<file path="config.mk">
export PLATFORM = sky130hd
export DESIGN_NAME = sliced_alu_seq_flat
export DESIGN_NICKNAME = d
export VERILOG_FILES = /design/src/rtl/sliced_alu_seq_pkg.sv /design/src/rtl/sliced_alu_seq_if.sv /design/src/rtl/sliced_alu_seq_slice.sv /design/src/rtl/sliced_alu_seq.sv /design/src/flat_wrapper.sv
export SDC_FILE = /design/constraint.sdc
export NUM_CORES = 1
export LEC_CHECK = 0
export ABC_AREA = 1
export CORE_MARGIN = 2
export CORE_UTILIZATION = 42
export DETAILED_ROUTE_END_ITERATION = 8
export PLACE_DENSITY = 0.72
export SYNTH_ARGS = -nofsm -noshare
export SYNTH_HDL_FRONTEND = slang
export SYNTH_HIERARCHICAL = 1
export SYNTH_SLANG_ARGS = --single-unit
</file>
<file path="constraint.sdc">
create_clock -name clk -period 3.7 [get_ports clk]
set_clock_uncertainty 0.05 [all_clocks]
set_input_delay 0.74 -clock clk [delete_from_list [all_inputs] [get_ports clk]]
set_output_delay 0.74 -clock clk [all_outputs]
set_load 0.005 [all_outputs]
</file>
<file path="src/rtl/sliced_alu_seq_pkg.sv">
// rtl/sliced_alu_seq_pkg.sv - mode, function-select and FSM encodings for the sliced ALU
package sliced_alu_seq_pkg;

    localparam logic MODE_LOGIC = 1'b1;
    localparam logic MODE_ARITH = 1'b0;

    // Arithmetic-mode select codes, named after the X+Y they form
    localparam logic [3:0] S_A              = 4'h0;
    localparam logic [3:0] S_A_OR_B         = 4'h1;
    localparam logic [3:0] S_A_OR_NB        = 4'h2;
    localparam logic [3:0] S_ONES           = 4'h3;
    localparam logic [3:0] S_A_ANDNB_PLUS_A = 4'h4;
    localparam logic [3:0] S_AORB_PLUS_ANB  = 4'h5;
    localparam logic [3:0] S_A_MINUS_B      = 4'h6;
    localparam logic [3:0] S_AANDB_MINUS1   = 4'h7;
    localparam logic [3:0] S_A_PLUS_AANDB   = 4'h8;
    localparam logic [3:0] S_A_PLUS_B       = 4'h9;
    localparam logic [3:0] S_AORB_PLUS_AB   = 4'hA;
    localparam logic [3:0] S_AANDB_DEC      = 4'hB;
    localparam logic [3:0] S_A_PLUS_A       = 4'hC;
    localparam logic [3:0] S_AORB_PLUS_A    = 4'hD;
    localparam logic [3:0] S_AORNB_PLUS_A   = 4'hE;
    localparam logic [3:0] S_A_MINUS1       = 4'hF;

    typedef enum logic [1:0] {
        ST_IDLE = 2'd0,
        ST_RUN  = 2'd1,
        ST_DONE = 2'd2
    } state_e;

endpackage

</file>
<file path="src/rtl/sliced_alu_seq_if.sv">
// rtl/sliced_alu_seq_if.sv - request/result handshake bundle for the sliced ALU
interface sliced_alu_seq_if #(parameter int WIDTH = 16);
    logic             in_valid;
    logic             in_ready;
    logic [WIDTH-1:0] a;
    logic [WIDTH-1:0] b;
    logic [3:0]       s;
    logic             m;
    logic             cin;
    logic             out_valid;
    logic             out_ready;
    logic [WIDTH-1:0] o;
    logic             cout;
    logic             zero;

    modport master (
        output in_valid, a, b, s, m, cin, out_ready,
        input  in_ready, out_valid, o, cout, zero
    );

    modport slave (
        input  in_valid, a, b, s, m, cin, out_ready,
        output in_ready, out_valid, o, cout, zero
    );
endinterface

</file>
<file path="src/rtl/sliced_alu_seq_slice.sv">
// rtl/sliced_alu_seq_slice.sv - one SLICE-bit operand former, lookahead adder and logic unit
module alu_slice
    import sliced_alu_seq_pkg::*;
#(
    parameter int SLICE = 4
) (
    input  logic [SLICE-1:0] i_a,
    input  logic [SLICE-1:0] i_b,
    input  logic [3:0]       i_s,
    input  logic             i_m,
    input  logic             i_cin,
    output logic [SLICE-1:0] o_f,
    output logic             o_cout
);

    logic [SLICE-1:0] w_x, w_y, w_g, w_p, w_sum, w_logic;
    logic [SLICE:0]   w_c;
    logic             w_acc, w_prod;

    always_comb begin
        w_x = i_a;
        w_y = '0;
        case (i_s)
            S_A:              begin w_x = i_a;          w_y = '0;          end
            S_A_OR_B:         begin w_x = i_a | i_b;    w_y = '0;          end
            S_A_OR_NB:        begin w_x = i_a | ~i_b;   w_y = '0;          end
            S_ONES:           begin w_x = '1;           w_y = '0;          end
            S_A_ANDNB_PLUS_A: begin w_x = i_a & ~i_b;   w_y = i_a;         end
            S_AORB_PLUS_ANB:  begin w_x = i_a | i_b;    w_y = i_a & ~i_b;  end
            S_A_MINUS_B:      begin w_x = i_a;          w_y = ~i_b;        end
            S_AANDB_MINUS1:   begin w_x = i_a & i_b;    w_y = '1;          end
            S_A_PLUS_AANDB:   begin w_x = i_a;          w_y = i_a & i_b;   end
            S_A_PLUS_B:       begin w_x = i_a;          w_y = i_b;         end
            S_AORB_PLUS_AB:   begin w_x = i_a | i_b;    w_y = i_a & i_b;   end
            S_AANDB_DEC:      begin w_x = i_a & i_b;    w_y = '1;          end
            S_A_PLUS_A:       begin w_x = i_a;          w_y = i_a;         end
            S_AORB_PLUS_A:    begin w_x = i_a | i_b;    w_y = i_a;         end
            S_AORNB_PLUS_A:   begin w_x = i_a | ~i_b;   w_y = i_a;         end
            default:          begin w_x = i_a;          w_y = '1;          end
        endcase

        w_g = w_x & w_y;
        w_p = w_x ^ w_y;
        w_c = '0;
        w_c[0] = i_cin;
        w_acc  = 1'b0;
        w_prod = 1'b1;
        // Each carry is the flattened sum-of-products g[j]&p[i..j+1] | cin&p[i..0]
        for (int i = 0; i < SLICE; i++) begin
            w_acc  = 1'b0;
            w_prod = 1'b1;
            for (int j = i; j >= 0; j--) begin
                w_acc  = w_acc | (w_g[j] & w_prod);
                w_prod = w_prod & w_p[j];
            end
            w_c[i+1] = w_acc | (i_cin & w_prod);
        end
        w_sum = w_p ^ w_c[SLICE-1:0];

        w_logic = (~i_a &  i_b & {SLICE{~i_s[0]}})
                | (~i_a & ~i_b & {SLICE{~i_s[1]}})
                | ( i_a & ~i_b & {SLICE{ i_s[2]}})
                | ( i_a &  i_b & {SLICE{ i_s[3]}});

        o_f    = (i_m == MODE_LOGIC) ? w_logic : w_sum;
        o_cout = (i_m == MODE_LOGIC) ? 1'b0 : w_c[SLICE];
    end

endmodule

</file>
<file path="src/rtl/sliced_alu_seq.sv">
// rtl/sliced_alu_seq.sv - multi-cycle ALU that evaluates WIDTH bits one SLICE per cycle
module sliced_alu_seq
    import sliced_alu_seq_pkg::*;
#(
    parameter int WIDTH = 16,
    parameter int SLICE = 4
) (
    input  logic              clk,
    input  logic              rst,
    sliced_alu_seq_if.slave   bus
);

    localparam int NSLICE = WIDTH / SLICE;
    localparam int IDXW   = (NSLICE > 1) ? $clog2(NSLICE) : 1;

    state_e            r_state, w_next;
    logic [WIDTH-1:0]  r_a, r_b, r_res;
    logic [3:0]        r_s;
    logic              r_m, r_carry;
    logic [IDXW-1:0]   r_idx;
    logic [SLICE-1:0]  w_f;
    logic              w_cout, w_last;

    assign w_last = (r_idx == IDXW'(NSLICE - 1));

    alu_slice #(.SLICE(SLICE)) u_slice (
        .i_a    (r_a[int'(r_idx)*SLICE +: SLICE]),
        .i_b    (r_b[int'(r_idx)*SLICE +: SLICE]),
        .i_s    (r_s),
        .i_m    (r_m),
        .i_cin  (r_carry),
        .o_f    (w_f),
        .o_cout (w_cout)
    );

    always_ff @(posedge clk or posedge rst) begin
        if (rst) r_state <= ST_IDLE;
        else     r_state <= w_next;
    end

    always_comb begin
        w_next = r_state;
        case (r_state)
            ST_IDLE: if (bus.in_valid)  w_next = ST_RUN;
            ST_RUN:  if (w_last)        w_next = ST_DONE;
            ST_DONE: if (bus.out_ready) w_next = ST_IDLE;
            default:                    w_next = ST_IDLE;
        endcase
    end

    // r_carry doubles as the captured cin and the inter-slice ripple carry
    always_ff @(posedge clk or posedge rst) begin
        if (rst) begin
            r_a     <= '0;
            r_b     <= '0;
            r_s     <= '0;
            r_m     <= 1'b0;
            r_carry <= 1'b0;
            r_idx   <= '0;
            r_res   <= '0;
        end else begin
            case (r_state)
                ST_IDLE: if (bus.in_valid) begin
                    r_a     <= bus.a;
                    r_b     <= bus.b;
                    r_s     <= bus.s;
                    r_m     <= bus.m;
                    r_carry <= bus.cin;
                    r_idx   <= '0;
                end
                ST_RUN: begin
                    r_res[int'(r_idx)*SLICE +: SLICE] <= w_f;
                    r_carry <= w_cout;
                    r_idx   <= w_last ? '0 : r_idx + 1'b1;
                end
                default: ;
            endcase
        end
    end

    assign bus.in_ready  = (r_state == ST_IDLE) && !rst;
    assign bus.out_valid = (r_state == ST_DONE);
    assign bus.o         = r_res;
    assign bus.cout      = r_carry;
    assign bus.zero      = (r_state == ST_DONE) && (r_res == '0);

endmodule

</file>
<file path="src/flat_wrapper.sv">
// flat-port wrapper written by rule: the top's interface ports become plain ports
module sliced_alu_seq_flat import sliced_alu_seq_pkg::*;
#(
    parameter int WIDTH = 16,
    parameter int SLICE = 4
)
  (clk, rst, bus_in_valid, bus_a, bus_b, bus_s, bus_m, bus_cin, bus_out_ready, bus_in_ready, bus_out_valid, bus_o, bus_cout, bus_zero);
  sliced_alu_seq_if #(.WIDTH(WIDTH)) bus_i ();
  input  logic clk;
  input  logic rst;
  input wire logic [$bits(bus_i.in_valid)-1:0] bus_in_valid;
  input wire logic [$bits(bus_i.a)-1:0] bus_a;
  input wire logic [$bits(bus_i.b)-1:0] bus_b;
  input wire logic [$bits(bus_i.s)-1:0] bus_s;
  input wire logic [$bits(bus_i.m)-1:0] bus_m;
  input wire logic [$bits(bus_i.cin)-1:0] bus_cin;
  input wire logic [$bits(bus_i.out_ready)-1:0] bus_out_ready;
  output wire logic [$bits(bus_i.in_ready)-1:0] bus_in_ready;
  output wire logic [$bits(bus_i.out_valid)-1:0] bus_out_valid;
  output wire logic [$bits(bus_i.o)-1:0] bus_o;
  output wire logic [$bits(bus_i.cout)-1:0] bus_cout;
  output wire logic [$bits(bus_i.zero)-1:0] bus_zero;
  assign bus_i.in_valid = bus_in_valid;
  assign bus_i.a = bus_a;
  assign bus_i.b = bus_b;
  assign bus_i.s = bus_s;
  assign bus_i.m = bus_m;
  assign bus_i.cin = bus_cin;
  assign bus_i.out_ready = bus_out_ready;
  assign bus_in_ready = bus_i.in_ready;
  assign bus_out_valid = bus_i.out_valid;
  assign bus_o = bus_i.o;
  assign bus_cout = bus_i.cout;
  assign bus_zero = bus_i.zero;
  sliced_alu_seq #(.WIDTH(WIDTH), .SLICE(SLICE)) u_core (.clk(clk), .rst(rst), .bus(bus_i));
endmodule
</file>
Yosys cells after proc, flatten, opt, wreduce, memory -nomap -nowiden --
Cells that the tools add are included.
Storage, ports and cells: output and inout port bits 20, input bits 42, bits in registers 58, word-level logic and storage cells 110
Operators by class: add/subtract/negate cells 2, equal/unequal tests 20, bitwise operators 46, mux-type cells 14, reductions and logical operators 16, shift-type cells 4
Operators with widths (count):
- $and 4x4->4 | 9
- $neg 4->33 | 1
- $shift 4x33->16 const A | 1
- $shiftx 4x33->16 | 1
- $shiftx 16x5->4 | 2
- $eq 4x4->1 const B | 7
- $pmux 4 s6 | 1
- $or 4x4->4 | 5
- $pmux 4 s5 | 1
- $and 1x1->1 | 16
- $bwmux 16 | 1
- $eq 4x3->1 const B | 4
- $logic_not 16->1 | 1
- $reduce_or 4->1 | 3
- $mux 2 | 5
- $or 1x1->1 | 10
- $eq 4x2->1 const B | 2
- $not 4->4 | 2
- $xor 4x4->4 | 2
- $pmux 2 s3 | 1
- $reduce_or 2->1 | 3
- $eq 2x2->1 const B | 2
- $eq 4x1->1 const B | 1
- $logic_not 4->1 | 1
- 15 further kinds | 20

Logic depth before layout (Yosys ltp) --
Gate-level depths: netlist of the first run.
word-level depth 13, mapped depth 23, depth with buffers taken out 22

Cells and area by module --
Netlist of the first run, hierarchy kept.
Modules (own cells, without submodules):
- sliced_alu_seq | cells each 343, sequential area each 1451.4 µm², area each 2735.1 µm², times used 1
- alu_slice | cells each 170, sequential area each 0.0 µm², area each 833.3 µm², times used 1

Least setup slack after synthesis of the first run --
Ideal clock, no wire load.
path kind flip-flop to flip-flop, start register u_core.r_idx[1], end register u_core.r_res[13], in the netlist u_core/bus.o[13], clock period less this slack 2910 ps, path buffers 1, setup time 65 ps, arrival 2795 ps, cell stages (with the launch flop) 16, setup slack 790 ps, required time 3585 ps, path through dfrtp_1 clkbuf_1 inv_1 o21ai_0 o22ai_1 inv_1 or2_2 o211ai_1 nand3_1 fa_1 xnor2_1 o21ai_0 nand2_1 nor2_1 nand2_1 nand2_1
On the way: elaborated cells on any way between the ends 42, classes of those cells add/sub: 1; shift: 4; mux: 4; bitwise: 33
RTL lines:
- start: declaration | line sliced_alu_seq.sv:20 | logic [IDXW-1:0] r_idx;
- start signal: assignment | line sliced_alu_seq.sv:74 | r_idx <= w_last ? '0 : r_idx + 1'b1;
- $shiftx 16x5->4 | line sliced_alu_seq.sv:28 | .i_b (r_b[int'(r_idx)*SLICE +: SLICE]),
- $not 4->4
- $and 4x4->4 / $or 4x4->4 (equally long branches)
- $pmux 4 s6 / $pmux 4 s5 (equally long branches) | line sliced_alu_seq_slice.sv:23 | case (i_s)
- $xor 4x4->4 | line sliced_alu_seq_slice.sv:43 | w_p = w_x ^ w_y;
- $and 1x1->1 | line sliced_alu_seq_slice.sv:56 | w_c[i+1] = w_acc | (i_cin & w_prod);
- $or 1x1->1 | line sliced_alu_seq_slice.sv:56
- $xor 4x4->4 | line sliced_alu_seq_slice.sv:58 | w_sum = w_p ^ w_c[SLICE-1:0];
- $mux 4 (*) | line sliced_alu_seq_slice.sv:65 | o_f = (i_m == MODE_LOGIC) ? w_logic : w_sum;
- named net u_core.w_f[1] | line sliced_alu_seq.sv:21 | logic [SLICE-1:0] w_f;
- $shiftx 4x33->16 (*) | line sliced_alu_seq.sv:72 | r_res[int'(r_idx)*SLICE +: SLICE] <= w_f;
- $bwmux 16 (*) | line sliced_alu_seq.sv:72
- end signal: indexed assignment | line sliced_alu_seq.sv:72
- end: declaration | line sliced_alu_seq.sv:17 | logic [WIDTH-1:0] r_a, r_b, r_res;
The timed path passes the listed nets; every way through them passes the cells marked *. A chain may end at the register's enable or synchronous reset.

Worst setup path in the final report of the first run --
start register u_core.r_idx[0], end register u_core.r_res[5], in the netlist u_core/bus.o[5]
Same word-level chain as after synthesis.

==> flow_summary.json, run 1 <==
{
  "run_status": "finished, final reports clean",
  "yosysWarnings": 6,
  "worst_slew_pin_slew_ps": 716.3,
  "gr-total-overflow": 0,
  "power_leakage_nw": 2.259,
  "vias": 3549,
  "drv_cap": 0,
  "drive_above_1_share_pct": 7.745,
  "via_per_inst": 5.173,
  "ys_seq_area_share_pct": 40.67,
  "cts_tree": "yes",
  "antenna_left": 0,
  "r2r_cells": 15,
  "final_util_pct": 54.36,
  "cts.sinks": 58,
  "min_to": "u_core/r_b[10]$_DFFE_PP0P_",
  "io_buffers": 61,
  "reg2reg_slack_ps": 320,
  "stdcell_area_um2": 4467,
  "antenna_found_initial": 0,
  "fp.dieH_um": 96.18,
  "timing.final.crit_share_pct": 91.34,
  "root_buffer": "clkbuf_8",
  "nNetsFinal": 630,
  "power.internal_mw": 2.309,
  "swShare_pct": 50.08,
  "grt_max_degree": 59,
  "initial_core_util_pct": 43.43,
  "ir_drop_v": 0.0003271,
  "clkTransAtPathRegs_ps": 70,
  "ios": 62,
  "place_area_um2": 4248,
  "netlist_area_um2": 3568,
  "synthToLayoutAreaGrowth_pct": 25.18,
  "grt_pass1_wl_um": 15280,
  "post-route-min-period_ps": 3380,
  "drt-initial-drc-count": 225,
  "finalSetupViolCount": 0,
  "timing.rr.start": "u_core/r_idx[0]$_DFFE_PP0P_",
  "fmax_mhz": 295.9,
  "cp.arrival_ps": 3610,
  "max_stage_delay_ps": 430,
  "syn_nets": 566,
  "cp_max_fo": 16,
  "clk_latency_ps": 340,
  "hold_ws_ps": 429.4,
  "track_usage_pct": 21.56,
  "hold_depth": 2,
  "combPwrFrac_pct": 61.6,
  "min_from": "u_core/r_b[10]$_DFFE_PP0P_",
  "wl_per_cell_um": 13.85,
  "cts_max_level": 3,
  "drc": 0,
  "cts_buffer_depth": 2,
  "grt_pass1_vias": 3272,
  "dr.pass1.iters": 4,
  "rr_endpoint": "u_core/bus.o[5]$_DFFE_PP0P_",
  "path_buf_inv": 3,
  "worstPathCellList": "inv_1 > buf_4 > nor2_1 > o22ai_1 > inv_1 > or2_2 > o211ai_1 > nand3_1 > fa_1 > xnor2_1 > o21ai_0 > nand2_1 > nor2_1 > nand2_1 > nand2_1",
  "rsz0062_at_grt": "false",
  "hold_buffers": 0,
  "avgSynthCellArea_um2": 6.956,
  "hold_viol_final": 0,
  "antennaDiodeCount": 0,
  "relSlewSlack_pct": 52.25,
  "critPathRequiredTime_ps": 3930,
  "hold_path_class": "reg -> reg",
  "rows": 33,
  "numCtsBuffers": 9,
  "core_um2": 8217,
  "ys_seq_elements": 58,
  "timing.critical_path.to_type": "flip-flop",
  "dpl.hpwl_um": 6847,
  "worstSetupPathType": "reg -> reg",
  "p_seq_share_pct": 24.8,
  "die_x_um": 96.18,
  "cp-start-kind": "flip-flop",
  "synth_cell_types": 34,
  "crit_top_cell": "nand2_1",
  "critPathTopFamily": "simple AND/OR/NAND/NOR gates",
  "fin_setup_tns_ps": 0,
  "synthCells": 513,
  "wl_um": 9503,
  "die-area_um2": 9250,
  "routabilityCongestion": 0.9624,
  "p_sw_mw": 2.317,
  "cp_slowest_cell": "fa_1",
  "drv_slew": 0,
  "power.share.clock_pct": 13.6,
  "power_mw": 4.626,
  "powerDensity_nw_per_um2": 1036
}
state kept, by name, summed over array words and instances, names as in the netlist:
name,flops
u_core/r_s,4
u_core/r_b,16
u_core/r_a,16
u_core/bus.cout,1
u_core/r_state,2
u_core/r_m,1
u_core/r_idx,2
u_core/bus.o,16
routing by layer:
layer | vias up | GRT usage, % | share of wire (%)
met5 | - | 0 | 0
met4 | 0 | 6.667 | 1.4
met3 | 13 | 4.777 | 5.7
met2 | 127 | 36.05 | 48
met1 | 1656 | 27.77 | 45
li1 | 1753 | - | -
worst max-delay path by stage:
stage	from	cells after the start	slack [ps]	to
final	u_core/r_idx[0]$_DFFE_PP0P_	15	320	u_core/bus.o[5]$_DFFE_PP0P_
after global placement	u_core/r_idx[0]$_DFFE_PP0P_	21	500	u_core/bus.o[7]$_DFFE_PP0P_
after CTS	u_core/r_idx[0]$_DFFE_PP0P_	21	340	u_core/bus.o[7]$_DFFE_PP0P_
after global routing	u_core/r_idx[0]$_DFFE_PP0P_	21	70	u_core/bus.o[7]$_DFFE_PP0P_
after floorplan	u_core/r_idx[1]$_DFFE_PP0P_	15	790	u_core/bus.o[13]$_DFFE_PP0P_
after detailed placement	u_core/r_idx[0]$_DFFE_PP0P_	21	360	u_core/bus.o[15]$_DFFE_PP0P_
worst min-delay path, stage by stage (launching register included):
cell and delay [ps]:
dfrtp_1 340, nand2_1 60, nand2_1 50
cells in the mapped netlist:
| library cell | number | area share, % |
|---|---|---|
| nand2_1 | 219 | 23 |
| nor2_1 | 60 | 6.3 |
| dfrtp_1 | 58 | 41 |
| o21ai_0 | 38 | 5.3 |
| inv_1 | 35 | 3.7 |
| nand3_1 | 23 | 3.2 |
| ha_1 | 10 | 3.5 |
| o22ai_1 | 10 | 1.8 |
| buf_6 | 6 | 1.9 |
| a21oi_1 | 5 | 0.70 |
| buf_2 | 5 | 0.70 |
| inv_2 | 5 | 0.53 |
| o211ai_1 | 5 | 1.1 |
| nor2_4 | 4 | 1.3 |
| nand2_2 | 3 | 0.53 |
| nor3_1 | 3 | 0.42 |
| a211oi_1 | 2 | 0.42 |
| clkbuf_1 | 2 | 0.21 |
| nand2_4 | 2 | 0.63 |
| nand3_2 | 2 | 0.56 |
| nand4_1 | 2 | 0.35 |
| or2_2 | 2 | 0.35 |
| a21oi_2 | 1 | 0.25 |
| a31oi_1 | 1 | 0.18 |
| and2_0 | 1 | 0.18 |
| buf_4 | 1 | 0.21 |
| fa_1 | 1 | 0.56 |
| nand3b_1 | 1 | 0.21 |
| nor2_2 | 1 | 0.18 |
| nor3_2 | 1 | 0.28 |
| o2111ai_1 | 1 | 0.25 |
| o21a_1 | 1 | 0.21 |
| o21ai_1 | 1 | 0.14 |
| xnor2_1 | 1 | 0.25 |
final cells by class:
cell class / instances / area, um^2
inverters: 40 / 150.1
well taps: 105 / 131.4
flip-flops and latches: 58 / 1451
multi-input cells: 401 / 1872
clock buffers: 9 / 123.9
fillers: 807 / 3750
repair buffers: 67 / 655.6
clock inverters: 6 / 82.58
power groups by stage:
stage	Sequential (mW)	Combinational, mW	Clock [mW]
after detailed placement	1.15	2.76	0
after global routing	1.18	3.17	0.664
after floorplan	1.09	2.04	0
after CTS	1.15	2.79	0.637
after global placement	1.15	2.68	0
final	1.15	2.85	0.629
cell usage in the layout (no fill, tap or decap), types with 4 or more instances in the layout:
cell type and n:
a21oi_1 5, buf_4 6, clkbuf_8 9, clkdlybuf4s50_1 61
dfrtp_1 58, ha_1 10, inv_1 34, inv_2 6
nand2_1 219, nand3_1 23, nor2_1 60, nor2_4 4
o211ai_1 5, o21ai_0 38, o22ai_1 8
timing repair:
action                                  CTS  global route
buffers inserted                          0             0
resized for setup                         0             2
endpoints found under the setup margin    0             3
logic make-up after synthesis:
group | synth area share, %
adder cells (fa/ha/maj) | 4.067
AO/OA/AOI/OAI | 10.27
buffers and inverters | 7.223
flip-flops | 40.67
XOR/XNOR | 0.2455
AND/OR/NAND/NOR | 37.52
per-stage QoR:
step	setup slack, ps	instances
3_3_place_gp	502.0	671
3_5_place_dp	361.1	671
5_1_grt	67.06	686
6_report	320.3	686
4_1_cts	338.4	686
2_1_floorplan	789.7	513
(Power assumes the default switching activity.)
==> run 2, diff against run 1 <==
Clock period 3.7 ns to 4.1 ns, I/O delays scaled along.
==> flow_summary.json, run 2 (synthesized netlist as in run 1, its figures left out) <==
{
  "power.internal_mw": 2.050,
  "antenna_found_initial": 0,
  "min_to": "u_core/r_b[5]$_DFFE_PP0P_",
  "cp-start-kind": "flip-flop",
  "die-area_um2": 9250,
  "drc": 0,
  "r2r_cells": 22,
  "relSlewSlack_pct": 48.32,
  "cts_buffer_depth": 2,
  "ir_drop_v": 0.0004028,
  "die_x_um": 96.18,
  "nNetsFinal": 628,
  "wl_um": 9049,
  "cts_setup_buffers": 0,
  "wl_per_cell_um": 13.23,
  "p_seq_share_pct": 25.9,
  "cp.arrival_ps": 3600,
  "hold_depth": 2,
  "clk_latency_ps": 330,
  "initial_core_util_pct": 43.43,
  "numCtsBuffers": 9,
  "hold_viol_final": 0,
  "drv_cap": 0,
  "dr.pass1.iters": 6,
  "rr_endpoint": "u_core/bus.o[15]$_DFFE_PP0P_",
  "rsz0062_at_grt": "false",
  "rows": 33,
  "path_depth": 22,
  "min_from": "u_core/r_b[5]$_DFFE_PP0P_",
  "cts_max_level": 3,
  "timing.critical_path.to_type": "flip-flop",
  "power_mw": 4.052,
  "cp_slowest_cell": "dfrtp_1",
  "post-route-min-period_ps": 3389,
  "final_cell_mix": "219 x nand2_1, 61 x clkdlybuf4s50_1, 60 x nor2_1",
  "fp.dieH_um": 96.18,
  "max_stage_delay_ps": 510,
  "crit_top_cell": "nand2_1",
  "timing.rr.start": "u_core/r_idx[1]$_DFFE_PP0P_",
  "worst_slew_pin_slew_ps": 774.1,
  "worstSetupPathType": "reg -> reg",
  "finalSetupViolCount": 0,
  "p_sw_mw": 2.002,
  "hold_buffers": 0,
  "power.share.clock_pct": 13.2,
  "combPwrFrac_pct": 60.9,
  "grt_pass1_wl_um": 15190,
  "track_usage_pct": 21.29,
  "dpl.hpwl_um": 6827,
  "critPathTopFamily": "simple AND/OR/NAND/NOR gates",
  "drt-initial-drc-count": 210,
  "drv_slew": 0,
  "cts_resized": 0,
  "io_buffers": 61,
  "gr-total-overflow": 0,
  "cts_tree": "yes",
  "routabilityCongestion": 0.9456,
  "drive_above_1_share_pct": 6.908,
  "path_buf_inv": 3,
  "critPathRequiredTime_ps": 4310,
  "fillers": 823,
  "timing.final.crit_share_pct": 82.67,
  "antennaDiodeCount": 0,
  "swShare_pct": 49.40,
  "cp_max_fo": 13,
  "via_per_inst": 5.130,
  "layout_commonest_cell": "nand2_1",
  "root_buffer": "clkbuf_8",
  "grt_pass1_vias": 3424,
  "hold_path_class": "reg -> reg",
  "powerDensity_nw_per_um2": 913.2,
  "fin_setup_tns_ps": 0,
  "power_leakage_nw": 2.244,
  "core_um2": 8217,
  "fmax_mhz": 295.0,
  "synthToLayoutAreaGrowth_pct": 24.33,
  "vias": 3509,
  "cts.sinks": 58,
  "grt_max_degree": 40,
  "antenna_left": 0,
  "run_status": "finished, final reports clean",
  "clkTransAtPathRegs_ps": 70,
  "worstPathCellList": "inv_1 > o21ai_0 > o22ai_1 > inv_1 > nor2_1 > nand3_1 > nand2_1 > inv_1 > nand2_1 > nor2_1 > nor2_1 > ha_1 > a21oi_1 > o21a_1 > nand2_1 > nand2_1 > nand3_1 > nand2_1 > nand2_1 > nor2_1 > nand2_1 > nand2_1",
  "reg2reg_slack_ps": 710,
  "ios": 62
}
[run 2: changes by cell type in the layout (fill, tap and decap cells not counted)]
| cell | previous run | this run |
|---|---|---|
| o22ai_2 | 2 | 0 |
| clkbuf_8 | 9 | 12 |
| clkinvlp_4 | 1 | 0 |
| clkinv_2 | 3 | 1 |
| buf_4 | 6 | 4 |
| clkbuf_1 | 0 | 1 |
| bufinv_16 | 2 | 1 |
| o22ai_1 | 8 | 10 |
[run 2: worst reg2reg max path: stages, from the launching register on]
cell	delay, ps
dfrtp_1	510
inv_1	290
o21ai_0	140
o22ai_1	380
inv_1	110
nor2_1	140
nand3_1	90
nand2_1	80
inv_1	40
nand2_1	70
nor2_1	40
nor2_1	110
ha_1	290
a21oi_1	160
o21a_1	160
nand2_1	60
nand2_1	80
nand3_1	70
nand2_1	110
nand2_1	80
nor2_1	130
nand2_1	70
nand2_1	60
[run 2: worst max path at each step]
stage	startpoint	endpoint	slack [ps]
after floorplan	u_core/r_idx[1]$_DFFE_PP0P_	u_core/bus.o[13]$_DFFE_PP0P_	1190
after global placement	u_core/r_idx[1]$_DFFE_PP0P_	u_core/bus.o[5]$_DFFE_PP0P_	810
after detailed placement	u_core/r_idx[1]$_DFFE_PP0P_	u_core/bus.o[5]$_DFFE_PP0P_	750
after CTS	u_core/r_idx[1]$_DFFE_PP0P_	u_core/bus.o[5]$_DFFE_PP0P_	740
after global routing	u_core/r_idx[1]$_DFFE_PP0P_	u_core/bus.o[7]$_DFFE_PP0P_	350
final	u_core/r_idx[1]$_DFFE_PP0P_	u_core/bus.o[15]$_DFFE_PP0P_	710
[run 2: area by class of cell]
cell class / count / area [um^2] / area share (%)
timing repair buffer: 65 / 640.6 / 14.44
clock inverter: 2 / 35.03 / 0.7896
sequential: 58 / 1451 / 32.71
inverter: 40 / 150.1 / 3.384
clock buffer: 13 / 168.9 / 3.807
tap: 105 / 131.4 / 2.961
multi-input combinational: 401 / 1859 / 41.91
[run 2: through the flow]
stage | util [%] | hold WS (ps) | setup WS [ps] | cells | instance area (um^2)
3_5_place_dp | 51.52 | 421.8 | 752.7 | 669 | 4233
3_3_place_gp | 51.52 | 410.7 | 811.4 | 669 | 4233
2_1_floorplan | - | 393.6 | 1190 | 513 | 3568
5_1_grt | 54.00 | 461.2 | 347.1 | 684 | 4437
6_report | 54.00 | 435.2 | 710.5 | 684 | 4437
4_1_cts | 54.00 | 438.3 | 737.8 | 684 | 4437
[run 2: power groups by stage]
stage	Sequential, mW	Combinational [mW]	Clock, mW
after floorplan	0.979	1.84	0
after global placement	1.06	2.38	0
after detailed placement	1.06	2.42	0
after CTS	1.05	2.44	0.548
after global routing	1.09	2.80	0.570
final	1.05	2.47	0.536
[run 2: per-layer routing]
layer  vias to the layer above  track usage, %  part of all wire (%)
li1                       1751               -                     -
met2                       137           36.28                    48
met3                        21           4.150                   5.7
met1                      1600           26.62                    45
met5                         -               0                     0
met4                         0           7.976                   1.8
